<file path="config.mk">
export PLATFORM = sky130hd
export DESIGN_NAME = tick_scheduler
export DESIGN_NICKNAME = d
export VERILOG_FILES = /design/src/rtl/tick_sched_pkg.sv /design/src/rtl/tick_channel.sv /design/src/rtl/tick_scheduler.sv
export SDC_FILE = /design/constraint.sdc
export NUM_CORES = 1
export LEC_CHECK = 0
export CORE_ASPECT_RATIO = 2
export CORE_MARGIN = 5
export CORE_UTILIZATION = 55
export DETAILED_ROUTE_END_ITERATION = 10
export PLACE_DENSITY = 0.78
export SYNTH_ARGS = -nofsm -noshare
export SYNTH_HDL_FRONTEND = slang
export SYNTH_SLANG_ARGS = --single-unit
</file>
<file path="constraint.sdc">
create_clock -name clock -period 4.2 [get_ports clock]
set_input_delay 0.84 -clock clock [delete_from_list [all_inputs] [get_ports clock]]
set_output_delay 0.84 -clock clock [all_outputs]
set_load 0.01 [all_outputs]
</file>
<file path="src/rtl/tick_sched_pkg.sv">
// tick_sched_pkg: shared channel state type and divider bus width for the tick scheduler
package tick_sched_pkg;

    localparam int DIV_W = 32;

    typedef enum logic {CH_IDLE, CH_RUN} ch_state_t;

endpackage

</file>
<file path="src/rtl/tick_channel.sv">
// tick_channel: one tick channel -- config registers, tap edge detect, IDLE/RUN FSM and one-shot down-counter
module tick_channel
    import tick_sched_pkg::*;
#(
    parameter int TAP_W = 5,
    parameter int CNT_W = 8
) (
    input  logic             clock,
    input  logic             reset_n,
    input  logic [DIV_W-1:0] divided_clocks,
    input  logic             cfg_we,
    input  logic [TAP_W-1:0] cfg_tap,
    input  logic [CNT_W-1:0] cfg_count,
    input  logic             cfg_oneshot,
    input  logic             start,
    input  logic             cancel,
    output logic             tick,
    output logic             done,
    output logic             busy
);

    logic [TAP_W-1:0] tap;
    logic [CNT_W-1:0] count;
    logic             oneshot;
    logic             prev;
    logic             rise;
    ch_state_t        state, state_n;
    logic [CNT_W-1:0] remaining, remaining_n;
    logic             tick_n, done_n;

    assign rise = divided_clocks[tap] && !prev;
    assign busy = state == CH_RUN;

    // Config capture; a tap change reloads the edge history from the new tap so it cannot fake a rise
    always_ff @(posedge clock or negedge reset_n) begin
        if (!reset_n) begin
            tap     <= '0;
            count   <= '0;
            oneshot <= 1'b0;
            prev    <= 1'b0;
        end else if (cfg_we) begin
            tap     <= cfg_tap;
            count   <= cfg_count;
            oneshot <= cfg_oneshot;
            prev    <= divided_clocks[cfg_tap];
        end else begin
            prev    <= divided_clocks[tap];
        end
    end

    // Channel state, remaining count and registered tick/done outputs
    always_ff @(posedge clock or negedge reset_n) begin
        if (!reset_n) begin
            state     <= CH_IDLE;
            remaining <= '0;
            tick      <= 1'b0;
            done      <= 1'b0;
        end else begin
            state     <= state_n;
            remaining <= remaining_n;
            tick      <= tick_n;
            done      <= done_n;
        end
    end

    // Next state: cancel beats start, start beats a pending rise, rises only count while running
    always_comb begin
        state_n     = state;
        remaining_n = remaining;
        tick_n      = 1'b0;
        done_n      = 1'b0;
        if (cancel) begin
            state_n = CH_IDLE;
        end else if (start) begin
            if (oneshot && count == '0) begin
                state_n = CH_IDLE;
                done_n  = 1'b1;
            end else begin
                state_n     = CH_RUN;
                remaining_n = count;
            end
        end else if (state == CH_RUN && rise) begin
            tick_n = 1'b1;
            if (oneshot) begin
                remaining_n = remaining - 1'b1;
                if (remaining == CNT_W'(1)) begin
                    state_n = CH_IDLE;
                    done_n  = 1'b1;
                end
            end
        end
    end

endmodule

</file>
<file path="src/rtl/tick_scheduler.sv">
// tick_scheduler: turns the divided_clocks bus into per-channel tick/done enables on the system clock
module tick_scheduler
    import tick_sched_pkg::*;
#(
    parameter int NUM_CH = 4,
    parameter int TAP_W  = 5,
    parameter int CNT_W  = 8
) (
    input  logic                      clock,
    input  logic                      reset_n,
    input  logic [DIV_W-1:0]          divided_clocks,
    input  logic                      cfg_valid,
    output logic                      cfg_ready,
    input  logic [$clog2(NUM_CH)-1:0] cfg_ch,
    input  logic [TAP_W-1:0]          cfg_tap,
    input  logic [CNT_W-1:0]          cfg_count,
    input  logic                      cfg_oneshot,
    input  logic [NUM_CH-1:0]         start,
    input  logic [NUM_CH-1:0]         cancel,
    output logic [NUM_CH-1:0]         tick,
    output logic [NUM_CH-1:0]         done,
    output logic [NUM_CH-1:0]         busy
);

    localparam int CH_W = $clog2(NUM_CH);

    assign cfg_ready = !busy[cfg_ch];

    for (genvar i = 0; i < NUM_CH; i++) begin : g_ch
        tick_channel #(
            .TAP_W(TAP_W),
            .CNT_W(CNT_W)
        ) u_ch (
            .clock         (clock),
            .reset_n       (reset_n),
            .divided_clocks(divided_clocks),
            .cfg_we        (cfg_valid && cfg_ready && cfg_ch == CH_W'(i)),
            .cfg_tap       (cfg_tap),
            .cfg_count     (cfg_count),
            .cfg_oneshot   (cfg_oneshot),
            .start         (start[i]),
            .cancel        (cancel[i]),
            .tick          (tick[i]),
            .done          (done[i]),
            .busy          (busy[i])
        );
    end

endmodule

</file>
==> reports/metrics.cfg <==
[critical_path]
cp_max_fo = 5
r2r-start = g_ch[3].u_ch.tap[1]
crit_path_top_delay_cell = clkdlybuf4s50_1
cp.required_ps = 3360
crit_path_cell_trace = clkdlybuf4s50_1, mux2_2, o21ai_0, clkdlybuf4s50_1
crit_top_cell = clkdlybuf4s50_1
arrival_ps = 2480
cp-start-kind = input port
slowest_delay_ps = 600
crit_type = input port to output pin
end_kind = output pin
crit_start = cfg_ch[1]

[route]
viasPerCell = 6.717
post_drt_wl_per_cell_um = 23.94
drtPass1Iterations = 5
drc = 0
drt_iter0_markers = 409
ant_nets = 0
vias = 5864
routed_wl_mm = 20.90

[floorplan]
die_w_um = 88.27
core_area_sq_um = 12120
die-area_sq_um = 14700
initial_core_util_pct = 55.57
io_pins = 72
rows = 57
die_h_um = 166.5

[finish]
final_common_cell = dfrtp_1
nets = 788
final_cell_mix = dfrtp_1, clkdlybuf4s50_1, mux2i_1
diodes = 0
area_growth_pct = 14.69
layout-drive-gt1-share_pct = 13.77
postLayoutCoreUtil_pct = 63.74
stdcell_count = 873

[sta]
hold_viol = 0
rsz0062_at_grt = no
slew_viol_final = 0
setup_viol_count_final = 0
tightest_slew_ps = 939.1
finalSetupTns_ps = 0
timing.final.crit_share_pct = 79.11
final.min_clock_period_ps = 3323
fin_worst_skew_ps = 5.365
relSlewSlack_pct = 37.39
max_freq_mhz = 301.0

[global_route]
grt_pass1_vias = 5852
grt_overflow = 0
grt_max_degree = 74
gr-usage-all-layers_pct = 28.70
antenna_found_initial = 0
grt_pass1_wl_mm = 31.91

[cts]
clock_sinks = 104
cts_buffers = 9
cts_tree = done
clock_path_buffers = 2
root_buffer = clkbuf_16
h-tree-depth = 3
clk_latency_ps = 350
cts-resized-gates = 0
hold_buffers = 0
clk_pin_slew_ps = 70
cts_setup_buffers = 0

[synth]
postSynthAreaPerCell_sq_um = 10.04
syn_area_sq_um = 6738
yosys_register_bits = 104
yosys.area.top_type = dfrtp_1
synth_cell_types = 67
synth-async-reset-ratio_pct = 100.0
postSynthCellCount = 671
synth.area.top_cells = dfrtp_1, mux2i_1, mux2_2
syn-num-nets = 738
ys_seq_area_share_pct = 38.63
synth_edf_count = 0
ys.flop_type = dfrtp_1
synth.top_cell.area_share_pct = 38.63
yosysWarnings = 0

[status]
status = finished, final reports clean

[place]
gp_congestion = 1.024
dp.cells = 857
dp_hpwl_mm = 15.73
portBuffers = 71

[worst_hold_path]
hold_path_startpoint = g_ch[1].u_ch.prev
min_path_type = register to register

[power]
ir_worst_vdd_mv = 0.3778
powerDensity_nw_per_um2 = 458.3
p_leak_nw = 3.170

[job]
max-cap-violations = 0

[cell usage after synthesis (all sizes together), types with 6 or more instances]
master	instances
dfrtp	104
mux2i	64
mux2	57
nand2	50
nor2	36
a21oi	33
nand3	27
nor3	26
o21ai	26
buf	24
inv	23
a22oi	21
clkbuf	17
nor2b	16
mux4	10
nor4	10
a211oi	9
ha	8
nand2b	8
nand3b	8
o211ai	8
nand4	7
and2	6
[per-stage QoR]
stage | setup slack [ps] | hold WS [ps] | power [mW] | cell area (sq um)
CTS | 884.0 | 521.5 | 3.535 | 7727
finish | 877.4 | 521.4 | 3.542 | 7727
global route | 816.8 | 542.6 | 3.750 | 7727
detailed placement | 799.8 | 488.7 | 2.736 | 7447
floorplan | 1714 | 408.9 | 2.345 | 6738
global placement | 827.7 | 497.8 | 2.692 | 7447
[kinds of logic (layout without fill, tap and decap cells)]
logic type / Yosys count / count (layout) / synth area share (%)
and+or+nand+nor: 213 / 213 / 16.17
AOI/OAI and AO/OA: 151 / 151 / 16.04
muxes: 131 / 131 / 22.60
DFF: 104 / 104 / 38.63
buffers and inverters: 64 / 119 / 5.070
adders and majority gates: 8 / 8 / 1.486
[cell type report]
type / count / area [sq um]
clock inverters: 7 / 55.05
clock buffers: 9 / 225.2
multi-input cells: 503 / 3799
well taps: 147 / 183.9
fillers: 1031 / 4397
flip-flops and latches: 104 / 2603
inverters: 23 / 86.33
repair buffers: 80 / 775.7
[metal layers]
layer / vias up / GRT usage [%] / wire [um]
met4: 0 / 18.82 / 1625
met2: 286 / 51.22 / 10990
li1: 2626 / - / -
met3: 93 / 3.312 / 1147
met1: 2859 / 30.37 / 7139
met5: - / 0 / 0
[worst max-delay path: cells and delay by family]
kind | cells | cell delay [ps]
buffers and inverters | 2 | 1150
multiplexers | 1 | 360
AO/OA/AOI/OAI | 1 | 130
[registers in the layout, summed over array words and instances (netlist names)]
name and cells:
g_ch.u_ch.count 32, g_ch.u_ch.remaining 32, g_ch.u_ch.tap 20, g_ch.u_ch.busy 4, g_ch.u_ch.done 4, g_ch.u_ch.oneshot 4
g_ch.u_ch.prev 4, g_ch.u_ch.tick 4
[worst paths after layout]
| kind | to | slack (ps) | cells past startpoint |
|---|---|---|---|
| worst min register to register | g_ch[1].u_ch.tick | 520 | 1 |
| worst max register to register | g_ch[3].u_ch.remaining[4] | 1370 | 8 |
| min in group asynchronous | g_ch[1].u_ch.remaining[4] | 620 | 1 |
| worst min-delay path | g_ch[1].u_ch.tick | 520 | 1 |
| worst max-delay path | cfg_ready | 880 | 4 |
| max in group asynchronous | g_ch[3].u_ch.count[7] | 2780 | 2 |
[where the power goes]
part           total, mW  internal, mW  switching, mW
combinational       1.14         0.556          0.588
clock              0.799         0.409          0.390
sequential          1.60          1.25          0.348
(Power assumes the default switching activity.)
